### src/rtl/hazard_ctrl.sv
// RAW hazard / multi-cycle sequencing for the 3-stage pipeline; stall, bubble and fwd_* are same-cycle combinational.
// Backpressure: stall holds PC and IF/ID; ex_hold freezes ID/EX while the multi-cycle op occupies EX.
module hazard_ctrl #(
    parameter bit          FORWARD    = 1'b1,
    parameter logic [2:0]  MUL_OP     = 3'b111,
    parameter int          MUL_CYCLES = 3
) (
    input  logic        clk,
    input  logic        rst,
    input  logic        id_valid,
    input  logic [4:0]  id_rs,
    input  logic [4:0]  id_rt,
    input  logic        id_use_rs,
    input  logic        id_use_rt,
    input  logic        id_wb,
    input  logic [4:0]  id_rd,
    input  logic [2:0]  id_alu_sig,
    output logic        stall,
    output logic        bubble,
    output logic        ex_hold,
    output logic [1:0]  fwd_a,
    output logic [1:0]  fwd_b,
    output logic        busy,
    output logic [15:0] stall_count
);

    typedef enum logic {IDLE, BUSY} state_t;

    localparam bit         MULTI    = (MUL_CYCLES > 1);
    localparam logic [3:0] CNT_INIT = 4'(MUL_CYCLES - 1);

    state_t      state;
    logic [3:0]  cnt;
    logic        ex_wb, wb_wb;
    logic [4:0]  ex_rd, wb_rd;
    logic [15:0] stall_cnt_q;

    logic match_ex_a, match_wb_a, match_ex_b, match_wb_b;
    logic in_busy, hazard, issue, start_mul;

    always_comb begin
        match_ex_a = id_valid & id_use_rs & ex_wb & (ex_rd == id_rs) & (id_rs != 5'd0);
        match_wb_a = id_valid & id_use_rs & wb_wb & (wb_rd == id_rs) & (id_rs != 5'd0);
        match_ex_b = id_valid & id_use_rt & ex_wb & (ex_rd == id_rt) & (id_rt != 5'd0);
        match_wb_b = id_valid & id_use_rt & wb_wb & (wb_rd == id_rt) & (id_rt != 5'd0);
        in_busy    = (state == BUSY);
        hazard     = FORWARD ? 1'b0 : (match_ex_a | match_wb_a | match_ex_b | match_wb_b);
    end

    // Reset forces every output low, regardless of registered state.
    always_comb begin
        stall   = ~rst & (hazard | in_busy);
        ex_hold = ~rst & in_busy;
        busy    = ~rst & in_busy;
        bubble  = stall & ~ex_hold;
        fwd_a   = 2'b00;
        fwd_b   = 2'b00;
        if (FORWARD && !rst) begin
            if (match_ex_a)      fwd_a = 2'b01;
            else if (match_wb_a) fwd_a = 2'b10;
            if (match_ex_b)      fwd_b = 2'b01;
            else if (match_wb_b) fwd_b = 2'b10;
        end
    end

    assign issue       = id_valid & ~stall;
    assign start_mul   = issue & (id_alu_sig == MUL_OP) & MULTI;
    assign stall_count = rst ? 16'd0 : stall_cnt_q;

    always_ff @(posedge clk) begin
        if (rst) begin
            state       <= IDLE;
            cnt         <= 4'd0;
            ex_wb       <= 1'b0;
            ex_rd       <= 5'd0;
            wb_wb       <= 1'b0;
            wb_rd       <= 5'd0;
            stall_cnt_q <= 16'd0;
        end else begin
            case (state)
                IDLE: begin
                    if (start_mul) begin
                        state <= BUSY;
                        cnt   <= CNT_INIT;
                    end
                end
                BUSY: begin
                    cnt <= cnt - 4'd1;
                    if (cnt == 4'd1)
                        state <= IDLE;
                end
                default: state <= IDLE;
            endcase

            // While EX is held the producer stays put and WB sees a nop.
            if (in_busy) begin
                wb_wb <= 1'b0;
            end else begin
                wb_wb <= ex_wb;
                wb_rd <= ex_rd;
                ex_wb <= issue & id_wb;
                ex_rd <= id_rd;
            end

            if (stall && stall_cnt_q != 16'hFFFF)
                stall_cnt_q <= stall_cnt_q + 16'd1;
        end
    end

endmodule

### config.mk
export PLATFORM = sky130hd
export DESIGN_NAME = hazard_ctrl
export DESIGN_NICKNAME = d
export VERILOG_FILES = /design/src/rtl/hazard_ctrl.sv
export SDC_FILE = /design/constraint.sdc
export NUM_CORES = 1
export LEC_CHECK = 0
export ABC_AREA = 0
export BUFFER_PORTS_ARGS = -buffer_cell sky130_fd_sc_hd__buf_2
export CAP_MARGIN = 20
export CORE_MARGIN = 1.5
export CORE_UTILIZATION = 35
export CTS_CLUSTER_DIAMETER = 120
export DETAILED_ROUTE_END_ITERATION = 10
export GPL_TIMING_DRIVEN = 0
export HOLD_SLACK_MARGIN = 0.12
export SETUP_SLACK_MARGIN = 0.02
export SYNTH_ARGS = -nofsm -noshare
export SYNTH_HDL_FRONTEND = slang
export SYNTH_SLANG_ARGS = --single-unit
### constraint.sdc
create_clock -name clk -period 2.1 [get_ports clk]
set_input_delay 0.315 -clock clk [delete_from_list [all_inputs] [get_ports clk]]
set_output_delay 0.315 -clock clk [all_outputs]
set_load 0.005 [all_outputs]
# == Word-level counts from Yosys, hierarchy flattened ==
# Index checks and enable logic that the tools add are counted.
# totals
ff_bits,33
latch_bits,0
ramBits,0
romBits,0
input_bits,24
out_inout_bits,24
elab_cells,54
mem_count,0
# op_classes
addsub,2
multipliers,0
div_mod_pow,0
n_lt_le_gt_ge,0
eq_ne,8
shifts,0
muxes,12
bitwise_logic,21
n_reduce_logical,4
# op_table
operator,n
$eq A5 B5 Y1,4
$and A1 B1 Y1,18
$add A16 B1 Y16 const B,1
$mux W16,1
$ne A16 B16 Y1 const B,1
$mux W2,6
$reduce_bool A5 Y1,2
$pmux W4 S2,1
$eq A4 B1 Y1 const B,1
$mux W4,1
$sub A4 B1 Y4 const B,1
$eq A3 B3 Y1 const B,1
$not A1 Y1,3
$mux W1,2
$ne A2 B2 Y1 const B,1
$pmux W1 S2,1
$reduce_or A2 Y1,1
$logic_and A1 B1 Y1,1

# == Depth between registers and ports, before layout ==
# logic_depth
ltp_word,7
depth_mapped,5
ltp_nobuf,5

# == Worst setup path after synthesis ==
# Ideal clock, no wire load.
# synth_path
path_kind,register to register
startpoint,register stall_cnt_q[0]
endpoint,register stall_cnt_q[0]
setup_ps,121
t_arrival_ps,1482
required_ps,1979
slack_ps,497
path_stages_with_launch,6
n_path_buf,0
synth_period_minus_slack_ps,1603
cell_sequence,dfxtp_1 ha_1 nand2_1 nor4_4 a21boi_0 mux2_2
# synth_via
elab_chain_len,2
word_cells_on_any_way,3
classes_between,add/sub (1); eq/ne (1); reduce/logical (1)
# synth_lines
item,line_no,rtl
from (decl),36,logic [15:0] stall_cnt_q;
from (signal assigned),106,stall_cnt_q <= stall_cnt_q + 16'd1;
"parallel branches: the longest is 2 deep, another holds $add A16 B1 Y16",-,
# Several ways; the timed one is not identified.
# A chain may end at the register's enable or synchronous reset.

# == Worst setup path after layout ==
# layout_path
startpoint,register ex_rd[3]
endpoint,output port fwd_b[1]
# layout_via
elab_chain_len,5
# layout_lines
item,line_no,rtl
from (decl),35,"logic [4:0] ex_rd, wb_rd;"
from (signal assigned),102,ex_rd <= id_rd;
$eq A5 B5 Y1,44,match_ex_b = id_valid & id_use_rt & ex_wb & (ex_rd == id_rt) & (id_rt != 5'd0);
$and A1 B1 Y1 (2 in a row),44,
$mux W2,61,if (match_ex_b) fwd_b = 2'b01;
$mux W2,58,if (FORWARD && !rst) begin
to (decl),22,"output logic [1:0] fwd_b,"
# No other way between the ends.

==> results.ini <==
[floorplanning]
die_h_um=76.4
row_count=26
core_area_um2=5140
initial_core_util=0.367
dieArea_um2=5840
die_w_um=76.4
pin_count=48

[global_route]
grtUsageTotal=0.160
grt_max_degree=12
first_global_vias=1580
met2_usage=0.252
grt_pass1_wl_um=7530
busiest_layer=met2
grt_use_met1=0.214
antenna_found_initial=0
grt-ovfl-total=0
gr-usage-met3=0.0419

[setup_path]
reg2reg_depth=5
crit_type=reg2out
start_kind=register
critPathRequiredTime_ns=1.78
startpoint=ex_rd[3]$_SDFFE_PP0N_
r2r-start=stall_cnt_q[0]$_SDFFE_PP0P_
end_kind=output port
critPathArrivalTime_ns=1.58
cp_max_fo=4

[timing]
worst_clock_skew_ns=0.00631
slew_viol_final=0
setup_viol=0
min_period_ns=1.89
fin_tns_setup_ns=0
hold-worst-slack_ns=0.264
max-slew-margin-rel=0.632
rsz0062_at_grt=false
worstMarginPinSlew_ns=0.544
period_share=0.902
max_freq_mhz=528
hold_viol=0

[logic_synthesis]
ys_warn_count=0
yosysSeqAreaShare=0.350
synthesis.area_um2=1890
synth_ff_type=dfxtp_1
synth_edf_count=0
ys_ff_latch=33
yosysTopAreaCell=dfxtp_1
async_reset_ff_frac=0
synth.area.top_cells=dfxtp_1 (35%), xor2_1 (8.3%), mux2i_1 (5.8%)
synth.most_common_cell=dfxtp_1
syn_area_per_cell_um2=8.78
synth.distinct_cells=43
synth_cells=215
syn-num-nets=242
yosysTopAreaCellShare=0.350
yosys-top-cells-count=dfxtp_1 (33), nor2_1 (27), xor2_1 (18)

[job]
max_cap_violations=0

[route]
routed-via-count=1685
drtAntennaViolNets=0
drc_errors=0
post_drt_wl_per_cell_um=13.2
drt-total-wl_um=4460
viasPerCell=4.97
drtIter0Drc=81
first_pass_iters=4

[clocking]
hold_buffers=0
cts_root_buf=clkbuf_8
cts-resized-gates=0
clock-sinks=33
clk_latency_ns=0.28
cts_tree=yes
cts_buffers=5
post_cts_buffers=0
path_clk_slew_ns=0.07
h-tree-depth=2
cts_buffer_depth=2

[placement]
gp_congestion=0.805
dp_hpwl_um=3320
io_buffers=46

[cells_and_area]
nFillCells=557
diodes=0
synthToLayoutAreaGrowth_pct=21.8
nets=295
drive_gt1_frac=0.268

[power_and_ir_drop]
p_leak_nw=0.971
peakVddDrop_uv=220
powerDensity_nw_per_um2=554

[outcome]
status=finished clean

[hold_path]
min_path_cells=3
min_path_type=in2reg
min-delay-start=id_rd[1]

## worst max-delay path, stage by stage (launching register included)
cell,delay (ns)
dfxtp_1,0.36
xor2_1,0.17
nor4_1,0.34
nand3_1,0.14
nor3b_1,0.16
buf_2,0.13
## stage by stage
| stage | worst slack, ns | util | cells | power [mW] | cell area (um^2) |
|---|---|---|---|---|---|
| global placement | 0.0959 | 0.429 | 331 | 0.811 | 2210 |
| global route | 0.0439 | 0.447 | 339 | 1.35 | 2300 |
| finish | 0.207 | 0.447 | 339 | 1.28 | 2300 |
| detailed placement | 0.101 | 0.429 | 331 | 0.813 | 2210 |
| CTS | 0.103 | 0.446 | 339 | 1.28 | 2290 |
| floorplan | 0.497 | - | 215 | 0.758 | 1890 |
## power breakdown
part / switching [mW] / total (mW) / internal [mW]
combinational: 0.0724 / 0.138 / 0.0658
sequential: 0.0207 / 0.663 / 0.643
clock: 0.245 / 0.473 / 0.229
total: 0.338 / 1.28 / 0.937
## final timing paths
path | endpoint | slack [ns]
setup / recovery | fwd_b[1] | 0.21
setup reg to reg | stall_cnt_q[0]$_SDFFE_PP0P_ | 0.24
hold / removal | ex_rd[1]$_SDFFE_PP0N_ | 0.26
hold reg to reg | stall_cnt_q[12]$_SDFFE_PP0P_ | 0.51
## area by class of cell
class / instances / area [um^2] / area share
Inverter: 6 / 22.5 / 0.00979
Clock inverter: 3 / 17.5 / 0.00762
Timing Repair Buffer: 46 / 230 / 0.100
Clock buffer: 5 / 68.8 / 0.0299
Buffer: 10 / 52.6 / 0.0229
Tap cell: 70 / 87.6 / 0.0381
Sequential cell: 33 / 661 / 0.287
Multi-Input combinational cell: 166 / 1160 / 0.504
## registers in the layout, indices dropped and copies added, names as in the netlist
name	cells
stall_cnt_q	16
ex_rd	5
wb_rd	5
cnt	4
ex_wb	1
in_busy	1
wb_wb	1
## metal layers
| metal | share of wire | up-vias |
|---|---|---|
| met5 | 0 | - |
| met4 | 0.0047 | 0 |
| met3 | 0.046 | 2 |
| met2 | 0.45 | 36 |
| met1 | 0.50 | 774 |
| li1 | - | 873 |
## cells in the final DEF (no fill, tap or decap), types with 3 or more instances in the layout
cell type | synthesis | layout
a21oi_1 | 5 | 5
buf_2 | 2 | 48
buf_4 | 3 | 3
clkbuf_8 | 0 | 5
dfxtp_1 | 33 | 33
ha_1 | 3 | 3
inv_1 | 6 | 6
mux2_2 | 8 | 8
mux2i_1 | 11 | 11
nand2_1 | 6 | 6
nand3_1 | 12 | 12
nor2_1 | 27 | 27
nor2b_1 | 13 | 13
nor3_1 | 10 | 10
nor3b_1 | 3 | 3
nor4_1 | 7 | 6
o211ai_1 | 4 | 4
or4_1 | 3 | 3
xnor2_1 | 4 | 4
xor2_1 | 18 | 18
## cells by family (layout without fill, tap and decap cells)
logic type | after synthesis | after routing | synth area share
compound gates | 26 | 26 | 0.0948
fa+ha+maj | 3 | 3 | 0.0199
mux | 19 | 19 | 0.106
simple gates | 95 | 95 | 0.286
buf+inv | 16 | 70 | 0.0391
xor+xnor | 22 | 22 | 0.102
other cells | 1 | 1 | 0.00199
flops | 33 | 33 | 0.350
Power figures use the tool's default switching activity.
